==> src/rtl/shift_left_seq.sv <==
// Multi-cycle logical-left shifter (SLL/SLLI) with valid/ready on both sides.
// The operand moves at most STEP bits per cycle; flush_i aborts any operation.
module shift_left_seq #(
  parameter int WIDTH   = 32,
  parameter int SHAMT_W = 5,
  parameter int STEP    = 4
) (
  input  logic             clk_i,
  input  logic             rst_ni,
  input  logic             valid_i,
  output logic             ready_o,
  input  logic [WIDTH-1:0] rs1_i,
  input  logic [WIDTH-1:0] rs2_i,
  input  logic             flush_i,
  output logic             valid_o,
  input  logic             ready_i,
  output logic [WIDTH-1:0] rd_o,
  output logic             busy_o
);

  // state | meaning
  // IDLE  | waiting for a request, ready_o=1
  // SHIFT | shifting by min(rem, STEP) each cycle
  // DONE  | result on rd_o with valid_o=1 until ready_i
  typedef enum logic [1:0] {
    IDLE  = 2'd0,
    SHIFT = 2'd1,
    DONE  = 2'd2
  } state_t;

  // STEP may equal WIDTH, which needs one bit more than the shift-amount field.
  localparam logic [SHAMT_W:0] STEP_W = STEP[SHAMT_W:0];

  state_t             state_q, state_d;
  logic [WIDTH-1:0]   data_q, data_d;
  logic [SHAMT_W-1:0] rem_q, rem_d;
  logic [SHAMT_W-1:0] shamt;
  logic [SHAMT_W:0]   rem_ext, step_k, rem_left;
  logic               unused_rs2_hi;

  assign shamt         = rs2_i[SHAMT_W-1:0];
  assign unused_rs2_hi = ^rs2_i[WIDTH-1:SHAMT_W];
  assign rem_ext       = {1'b0, rem_q};
  assign step_k        = (rem_ext < STEP_W) ? rem_ext : STEP_W;
  assign rem_left      = rem_ext - step_k;

  always_ff @(posedge clk_i or negedge rst_ni) begin
    if (!rst_ni) begin
      state_q <= IDLE;
      data_q  <= '0;
      rem_q   <= '0;
    end else begin
      state_q <= state_d;
      data_q  <= data_d;
      rem_q   <= rem_d;
    end
  end

  always_comb begin
    state_d = state_q;
    data_d  = data_q;
    rem_d   = rem_q;
    ready_o = 1'b0;
    valid_o = 1'b0;
    case (state_q)
      IDLE: begin
        ready_o = 1'b1;
        if (valid_i && !flush_i) begin
          data_d  = rs1_i;
          rem_d   = shamt;
          state_d = (shamt == '0) ? DONE : SHIFT;
        end
      end
      SHIFT: begin
        data_d = data_q << step_k;
        rem_d  = rem_left[SHAMT_W-1:0];
        if (rem_left == '0) state_d = DONE;
      end
      DONE: begin
        valid_o = 1'b1;
        if (ready_i) state_d = IDLE;
      end
      default: state_d = IDLE;
    endcase
    // Flush wins over every transition; the data register may keep stale bits.
    if (flush_i) begin
      state_d = IDLE;
      rem_d   = '0;
    end
  end

  assign rd_o   = data_q;
  assign busy_o = (state_q != IDLE);

endmodule

==> config.mk <==
export PLATFORM = sky130hd
export DESIGN_NAME = shift_left_seq
export DESIGN_NICKNAME = d
export VERILOG_FILES = /design/src/rtl/shift_left_seq.sv
export SDC_FILE = /design/constraint.sdc
export NUM_CORES = 1
export LEC_CHECK = 0
export ABC_AREA = 1
export CORE_MARGIN = 5
export CORE_UTILIZATION = 45
export DETAILED_ROUTE_END_ITERATION = 7
export GPL_ROUTABILITY_DRIVEN = 0
export PLACE_DENSITY = 0.88
export SYNTH_ARGS = -nofsm -noshare
export SYNTH_HDL_FRONTEND = slang
export SYNTH_SLANG_ARGS = --single-unit
==> constraint.sdc <==
create_clock -name clk_i -period 3.85 [get_ports clk_i]
set_input_delay 0.385 -clock clk_i [delete_from_list [all_inputs] [get_ports clk_i]]
set_output_delay 0.385 -clock clk_i [all_outputs]
set_load 0.005 [all_outputs]
# Word level (Yosys, flattened, before mapping)
# Index checks and enable logic that the tools add are counted.
# classes
n_addsub	1
n_lt_le_gt_ge	1
eq_ne	6
shifts	1
n_mux	14
n_reduce_logical	11
# ops
operator	count
$pmux W32 S2	1
$mux W32	1
$shl A32 B5 Y32	1
$mux W5	3
$mux W2	5
$pmux W5 S2	1
$ne A3 B3 Y1 const B	3
$logic_not A6 Y1	1
$pmux W2 S3	1
$sub A5 B5 Y6	1
$logic_not A5 Y1	1
$lt A5 B3 Y1 const B	1
$reduce_and A2 Y1	2
$reduce_bool A2 Y1	2
$reduce_and A3 Y1	1
$reduce_bool A3 Y1	1
$eq A2 B1 Y1 const B	1
$eq A2 B2 Y1 const B	1
$logic_not A2 Y1	1
$mux W1	2
$ne A2 B2 Y1 const B	1
$logic_and A1 B1 Y1	1
$logic_not A1 Y1	1
# totals
register_bits	39
inputBits	69
out_inout_bits	35
word_cells	37

# Longest topological paths before layout
# Gate-level depths: netlist of run 1.
# depth
depth_word	7
mapped_depth	13
depth_no_buf	13

# Worst setup path after synthesis of run 1
# Ideal clock, no wire load.
# synth_path
path_kind	register -> register
startpoint	reg rem_q[3]
endpoint	reg state_q[0]
setup_time_ps	126
arrival_ps	1359
required_time_ps	3724
slack_ps	2365
path_stages_with_launch	11
path_buffers	0
synth_period_minus_slack_ps	1485
cell_sequence	dfrtp_1 -> nor2_4 -> nand2_2 -> nand2_1 -> ha_1 -> inv_1 -> nand2_1 -> nor2_1 -> nand2_1 -> nand2_1 -> o21ai_0
# synth_via
elab_chain_len	6
# synth_rtl
element	line_no	rtl
start: declaration	36	logic [SHAMT_W-1:0] rem_q, rem_d;
start signal: assignment	55	rem_q <= rem_d;
$lt A5 B3 Y1	44	assign step_k = (rem_ext < STEP_W) ? rem_ext : STEP_W;
$mux W5	44	
$sub A5 B5 Y6 (*)	45	assign rem_left = rem_ext - step_k;
$logic_not A6 Y1 (*)	77	if (rem_left == '0) state_d = DONE;
$ne A3 B3 Y1 (no line) (*)	--	
$reduce_and A3 Y1 (no line) (*)	--	
end signal: assignment	53	state_q <= state_d;
end: declaration	34	state_t state_q, state_d;
# Mark *: on every way between the ends. The rest lies on a longest branch, timed or not.
# A chain may end at the register's enable or synchronous reset.

# Worst setup path in the final report of run 1
# layout_path
startpoint	reg rem_q[3]
endpoint	reg data_q[12], in the netlist rd_o[12]
# layout_via
elab_chain_len	4
# layout_rtl
element	line_no	rtl
$lt A5 B3 Y1	44	
$mux W5 (*)	44	
$shl A32 B5 Y32 (*)	75	data_d = data_q << step_k;
$pmux W32 S2 (*)	65	case (state_q)
end signal: assignment	54	data_q <= data_d;
end: declaration	35	logic [WIDTH-1:0] data_q, data_d;
# Marked as above.

==> summary.md, run 1 <==
The flow ran to the end, and the final reports show no timing, DRC or antenna violations. Clock skew on the completed layout was measured at 0.0179 ns. Total of flip-flops plus latches after synthesis: 39.

Power comes to 0.00358 W. From left edge to right edge, the die measures 94.2 um. The cell that appears most often on the critical path is sky130_fd_sc_hd__nand3_1. The run gives 29 as the number of different library cells in the post-synthesis netlist.

In this run, the number of DRC markers left after iteration 0 of detailed routing was 470. In the final routed layout, each cell accounts on average for 14.9 um. The area share of the largest cell type after synthesis was 0.306; the internal power was 0.00174 W. The final setup violation count is 0. The sequential share of power came out at 0.237. Setup repair after global routing left no endpoint under its margin.

TritonCTS built the clock tree. The top achievable clock speed was 378 MHz; the initial antenna violation count was 0. The fraction of final layout cells sized beyond drive strength 1 is 0.0616, and the actual slew at the worst max-slew pin is 0.903 ns. The tools report the sort of element at the start of the critical path as a register. The biggest area contributor in the post-synthesis netlist is sky130_fd_sc_hd__dfrtp_1.

CTS saw 39 sinks. The clock period minus worst slack was 2.65 ns. For this design the top-level I/O count stands at 104. The final layout contains routed wiring with a total length of 9680 um.

The longest clock path from root to sink contains 2 buffers. The logs give 0 for the number of nets still failing antenna checks after routing and 0 for the number of inserted diodes. Number of maximum-capacitance constraint violations: 0. The fraction of synthesized area in multiplexers is 0. In the synthesized netlist, the number of instances is 497. The number of buffers added on ports was 76. Detailed placement finished with a half-perimeter wire length of 6710 um. Worst setup path category: reg -> reg. The clock reaches the later pin of the worst-skew pair after 0.30 ns. The run gives 5 as the number of buffers created by CTS.

The portion of the clock cycle consumed by the worst path in the final layout works out to 0.688. In this run the cell area of the synthesized design comes to 3190 sq um. The min-delay analysis places its worst path in the category in -> async.

For the total global routing track utilization, the log shows 0.221. After synthesis, the largest family of logic cells by area is simple AND/OR/NAND/NOR gates. In the routed design, unresolved DRC markers number 0. The maximum resistive drop on vdd came out at 0.382 mV. The area growth from synthesis to final layout is 26.1%, and the synthesized net count is 568. The share of the yosys chip area belonging to registers is 0.306, and the number of global-route vias before repair is 3,385. The floorplan step defined a core boundary enclosing 6830 sq um. The sort of element at the end of the critical path is a register.

The sum of overflow across all layers after global routing is 0, and the maximum fanout count along the critical path is 32. In the final design database the tool counted 622 nets. Among all stages on the critical path, the largest delay is contributed by sky130_fd_sc_hd__nand3_2. The H-tree generated during clock tree synthesis spans 2 levels. Number of rows in the core area: 30. After clock tree synthesis, the clock-pin slew on the worst setup and hold paths is 0.08 ns. The number of cells on the worst reg-to-reg path was 8. In this run the cell area measured after placement is 3920 sq um.

The die covers 8880 sq um. With fillers left out, the area of the finished cells amounts to 4030 sq um. In this run the post-CTS setup repair buffer count came out at 0.

The mean instance size in the synthesized netlist works out to 6.42 sq um. For the hold buffer count at CTS, the log shows 0. Walking the worst path, the cells encountered are nor2_4, nand3_2, nand2_1, nand3_1, nand3_1, nand3_1, nand2_1, inv_1. After detailed routing, the number of vias per cell comes to 5.83.

Entering global routing, the biggest net connects 40 pins. The area share of fa/ha/maj cells after synthesis is 0.00784, and the xor/xnor share of the synthesized area is 0. For the number of max-slew violations in the final report, the log shows 0. The routed layout has 3,781 vias.

The top cell types in the final layout, fill and taps aside, are 142 x sky130_fd_sc_hd__nand3_1, 104 x sky130_fd_sc_hd__nand2_1, 75 x sky130_fd_sc_hd__clkdlybuf4s50_1, 43 x sky130_fd_sc_hd__inv_1, 39 x sky130_fd_sc_hd__dfrtp_1. Family with the most delay on the worst path: simple AND/OR/NAND/NOR gates. The critical path crosses 8 cells after its start point.

The floorplan step set the die height to 94.2 um. The iteration count of the initial detailed-routing pass came out at 6. Leaving out fill and tap cells, the most frequent cell in the layout is sky130_fd_sc_hd__nand3_1.

In this run the static leakage power is 1.82 nW. The switching component of the power was 0.00184 W. Summed over all failing endpoints, the final setup total negative slack is 0 ns. The root buffer cell chosen for the clock tree is sky130_fd_sc_hd__clkbuf_8. After synthesis, the cell types taking the most area are sky130_fd_sc_hd__dfrtp_1 31%, sky130_fd_sc_hd__nand3_1 22%, sky130_fd_sc_hd__nand2_1 12%. The required time of the critical path was 4.05 ns; the portion of total power attributed to combinational logic was 0.674.

The area fraction in compound gates after synthesis is 0.0878, and the warning count from the yosys run is 0. For this design the ratio of total power to cell area is 889 nW/um^2. The number of gates resized after CTS was 0. The delay of the slowest critical-path stage was 0.72 ns. The net switching share of the total power came out at 0.515.

The relative slew slack is 0.398, and the clock group share of total power is 0.089. The post-synthesis simple-gate area fraction works out to 0.484. The final count of hold timing violations is 0, and the buffer and inverter count on the worst path is 1.

Data arrives at the worst endpoint at 2.85 ns. The first global-routing pass estimated 16,000 um of wire. The tightest hold margin is 0.202 ns, and the initial cell density of the core is 0.467.
[sequential cells by signal (all words and copies together) (netlist names)]
signal	flops
rem_q	5
rd_o	32
state_q	2
[worst reg2reg max path, cell delays in order, from the launching register on]
cell	delay, ns
sky130_fd_sc_hd__dfrtp_1	0.44
sky130_fd_sc_hd__nor2_4	0.60
sky130_fd_sc_hd__nand3_2	0.73
sky130_fd_sc_hd__nand2_1	0.30
sky130_fd_sc_hd__nand3_1	0.15
sky130_fd_sc_hd__nand3_1	0.14
sky130_fd_sc_hd__nand3_1	0.09
sky130_fd_sc_hd__nand2_1	0.07
sky130_fd_sc_hd__inv_1	0.04
[metrics by stage]
step,utilization,cells,worst slack [ns]
finish,0.589,648,1.20
global route,0.589,648,1.01
CTS,0.589,648,1.28
detailed placement,0.574,640,1.34
global placement,0.574,640,1.38
floorplan,-,497,2.36
[Yosys cell counts]
cell type	number
sky130_fd_sc_hd__a21boi_0	1
sky130_fd_sc_hd__a21oi_1	32
sky130_fd_sc_hd__a21oi_4	1
sky130_fd_sc_hd__a31oi_1	5
sky130_fd_sc_hd__buf_1	1
sky130_fd_sc_hd__buf_2	16
sky130_fd_sc_hd__buf_6	4
sky130_fd_sc_hd__clkbuf_1	11
sky130_fd_sc_hd__conb_1	2
sky130_fd_sc_hd__dfrtp_1	39
sky130_fd_sc_hd__ha_1	2
sky130_fd_sc_hd__inv_1	43
sky130_fd_sc_hd__inv_2	7
sky130_fd_sc_hd__nand2_1	104
sky130_fd_sc_hd__nand2_2	1
sky130_fd_sc_hd__nand3_1	142
sky130_fd_sc_hd__nand3_2	2
sky130_fd_sc_hd__nand4_1	30
sky130_fd_sc_hd__nor2_1	20
sky130_fd_sc_hd__nor2_2	1
sky130_fd_sc_hd__nor2_4	3
sky130_fd_sc_hd__nor3_1	2
sky130_fd_sc_hd__o211ai_1	2
sky130_fd_sc_hd__o21ai_0	6
sky130_fd_sc_hd__o21bai_1	1
sky130_fd_sc_hd__o22ai_1	2
sky130_fd_sc_hd__or2_0	2
sky130_fd_sc_hd__or2_1	8
sky130_fd_sc_hd__or2_2	7
[power by group through the flow]
stage	combinational (W)	sequential (W)	clock [W]
2_1_floorplan	0.00166	0.000818	0
3_3_place_gp	0.00229	0.000840	0
3_5_place_dp	0.00237	0.000846	0
4_1_cts	0.00238	0.000842	0.000319
5_1_grt	0.00269	0.000883	0.000334
6_report	0.00241	0.000848	0.000318
[final timing paths]
kind / startpoint / to / slack, ns
worst max-delay path: rem_q[3] / rd_o[12] / 1.20
worst min-delay path: rst_ni / rd_o[18] / 0.20
worst max register to register: rem_q[3] / rd_o[12] / 1.20
worst min register to register: rd_o[31] / rd_o[31] / 0.56
max in group asynchronous: rst_ni / rem_q[1] / 3.08
min in group clk_i: rd_o[31] / rd_o[31] / 0.56
[cell type report]
| cell class | count | area, sq um |
|---|---|---|
| fill | 641 | 2810 |
| multi-input combinational | 376 | 1860 |
| sequential | 39 | 976 |
| timing repair buffer | 79 | 778 |
| inverter | 50 | 188 |
| tap | 96 | 120 |
| clock buffer | 7 | 96.3 |
| clock inverter | 1 | 7.51 |
[kinds of logic (layout without fill, tap and decap cells)]
logic type,after synthesis,after routing
AO/OA/AOI/OAI,50,50
adder cells (fa/ha/maj),2,2
buffers and inverters,82,137
flip-flops,39,39
other,2,2
AND/OR/NAND/NOR,322,322
[routing by layer]
layer  vias to the layer above  global-route usage  routed length [um]
li1                       1794                   -                   -
met1                      1736               0.289                4010
met2                       222               0.356                4550
met3                        29              0.0449                 895
met4                         0              0.0890                 231
met5                         -                   0                   0
No activity file was read; power rests on OpenSTA's default activity.
==> run 2, diff against run 1 <==
==> constraint.sdc (replaced) <==
create_clock -name clk_i -period 2.8 [get_ports clk_i]
set_input_delay 0.28 -clock clk_i [delete_from_list [all_inputs] [get_ports clk_i]]
set_output_delay 0.28 -clock clk_i [all_outputs]
set_load 0.005 [all_outputs]
==> run 2 against run 1 <==
Compared with the run above:
- final cell count increased by 0.46%
- sequential cell count unchanged
- combinational power increased by 39%
- die area unchanged
- first-iteration DRC count decreased by 3.4%
- maximum frequency increased by 22%
- sequential share of layout area unchanged
- worst setup slack got worse by 0.57 ns
- clock power increased by 20%
==> summary.md, run 2 (synthesis results as in run 1) <==
The flow ran to the end, and the final reports show no timing, DRC or antenna violations. The number of buffers created by CTS is 5 (unchanged). The buffer cell driving the clock tree root was sky130_fd_sc_hd__clkbuf_8. The fraction of final layout cells sized beyond drive strength 1 is 0.0631 (+0.00147). The slowest stage of the critical path belongs to the cell sky130_fd_sc_hd__nand3_2.

The run gives 0.467 (unchanged) as the initial cell density of the core. The run gives 2 (unchanged) as the clock tree buffer depth. The run gives 0 (unchanged) as the total DRC errors in the routed layout. Worst reg2reg path startpoint: rem_q[2]. The run gives 625 (+0.48%) as the layout net count. The final setup violation count was 0 (unchanged).

The logs give 3,800 (+0.50%) for the via total after detailed routing and 461 MHz (+22%) for the top achievable clock speed. The total global routing track utilization was 0.225 (+0.00396); the worst-case setup slack after placement was 0.726 ns (-0.618 ns). The portion of the clock cycle consumed by the worst path in the final layout was 0.774 (+0.0865).

The hold buffer count at CTS came out at 0 (unchanged). Among the stages of the critical path, the cell type that occurs most often is sky130_fd_sc_hd__nand3_1. For the number of top-level design ports, the log shows 104 (unchanged). The area of the core region is 6830 sq um (unchanged).

By startpoint and endpoint, the worst setup path is classified as reg -> reg. Post-CTS setup buffer count: 0 (unchanged). Walking the worst path, the cells encountered are inv_2, nand3_2, nand2_1, nand3_1, nand3_1, nand3_1, nand2_1, inv_1.

The number of buffers added on ports was 76 (unchanged); the iteration count of the initial detailed-routing pass was 6 (unchanged). For the routing usage on met2, the log shows 0.361 (+0.00414). The run gives 0.0457 (+0.000801) as the met3 capacity usage during global routing. The final count of hold timing violations is 0 (unchanged). The logs give 0.00627 ns (-0.0116 ns) for the maximum clock skew at final layout and 0.632 ns (-0.570 ns) for the final worst setup slack.

The buffer and inverter count on the worst path was 2 (+1). The routed wire length was 9840 um (+1.6%); the detailed-route vias per instance was 5.84 (about the same). The sort of element at the start of the critical path was a register. Class of the worst hold path: in -> async. The number of flip-flops in the largest register is 32 (unchanged).

In the layout the commonest cells are 142 x sky130_fd_sc_hd__nand3_1, 104 x sky130_fd_sc_hd__nand2_1, 75 x sky130_fd_sc_hd__clkdlybuf4s50_1, 43 x sky130_fd_sc_hd__inv_1, 39 x sky130_fd_sc_hd__dfrtp_1. For the number of maximum-capacitance constraint violations, the log shows 0 (unchanged). The wire length per cell was 15.1 um (+1.2%). The delay of the slowest critical-path stage was 0.60 ns (-0.12 ns); the number of rows in the core area was 30 (unchanged). Number of nets still failing antenna checks after routing: 0 (unchanged). Floorplan die height: 94.2 um (unchanged). The placed wire-length estimate is 6880 um (+2.5%). Setup repair after global routing left no endpoint under its margin. The register clock-pin slew on the reported worst setup and hold paths was 0.08 ns (about the same). The sort of element at the end of the critical path was a register. Leaving out fill and tap cells, the most frequent cell in the layout is sky130_fd_sc_hd__nand3_1. For the total of fill cells in the finished design, the log shows 657 (+2.5%). The maximum fanout count along the critical path is 32 (unchanged). The tools report the detailed router's first-iteration violation count as 454 (-3.4%). The met1 usage came out at 0.288 (-0.000782). The tools report the required time of the critical path as 3.00 ns (-1.05 ns). The layer with the highest usage after global routing is met2. The sum of overflow across all layers after global routing came out at 0 (unchanged). The run gives 2.37 ns (-0.48 ns) as the signal arrival time at the worst endpoint. The run gives 0.00491 W (+37%) as the post-layout total power.

The leakage component of the power was 1.82 nW (+0.34%). The family with the most delay on the worst path is simple AND/OR/NAND/NOR gates. TritonCTS built the clock tree. The total of cells resized after clock tree synthesis was 0 (unchanged); the maximum resistive drop on vdd was 0.509 mV (+33%).

The actual slew at the worst max-slew pin was 0.925 ns (+0.0217 ns); the clock latency on the worst-skew pair was 0.29 ns (about the same). The clock period minus worst slack was 2.17 ns (-0.480 ns); the initial antenna violation count was 0 (unchanged). The tools report the launching instance or port of the critical path as rem_q[2]. For the H-tree depth, the log shows 2 (unchanged). The x dimension of the die works out to 94.2 um (unchanged). The number of max-slew violations in the final report came out at 0 (unchanged).

The number of global-route vias before repair was 3,583 (+5.8%); the area growth from synthesis to final layout was 26.1% (unchanged). For the die footprint, the log shows 8880 sq um (unchanged). Number of sinks driven by the clock tree: 39 (unchanged).

For the largest net degree at the start of global routing, the log shows 40 (unchanged). The total power per unit cell area was 1220 nW/um^2 (+37%); the wire length of the first global-routing pass was 16,300 um (+1.7%). The relative slew slack is 0.384 (-0.0145), and the number of inserted diodes is 0 (unchanged). For the final total negative setup slack, the log shows 0 ns (unchanged).
## run 2: final cells by class
class                   count  area [sq um]  share of cell area
well taps                  96           120              0.0298
flip-flops and latches     39           976               0.242
repair buffers             82           801               0.199
multi-input cells         376          1860               0.462
clock inverters             1          5.00             0.00124
inverters                  50           188              0.0466
clock buffers               7          76.3              0.0190
## run 2: path summary, 6_finish.rpt
kind                            end  slack [ns]  cells past startpoint
max in group asynchronous  rd_o[22]        2.11                      1
max                        rd_o[10]        0.63                      8
max reg2reg                rd_o[10]        0.63                      8
min reg2reg                rd_o[28]        0.55                      2
min                        rd_o[18]        0.13                      1
min in group clk_i         rd_o[28]        0.55                      2
## run 2: worst reg2reg max path, delay by kind of cell, from the launching register on
kind / cells / cell delay (ns)
DFF: 1 / 0.39
and+or+nand+nor: 6 / 1.33
buffers and inverters: 2 / 0.34
## run 2: through the flow
stage,hold WS [ns],area [sq um],utilization,cells
final,0.126,4030,0.589,651
after global routing,0.202,4030,0.589,651
after CTS,0.151,4030,0.589,651
after detailed placement,0.467,3940,0.577,643
after global placement,0.447,3940,0.577,643
after floorplan,-0.0156,3190,-,497
## run 2: report_power, final
group          total (W)  internal, W  switching [W]
Sequential       0.00117     0.000857       0.000315
Combinational    0.00336      0.00133        0.00203
Clock           0.000381     0.000175       0.000206
Total            0.00491      0.00236        0.00255
## run 2: per-layer routing
metal  share of wire  wire [um]
met1            0.41       3990
met3           0.089        877
met5               0          0
met4           0.038        370
met2            0.47       4610
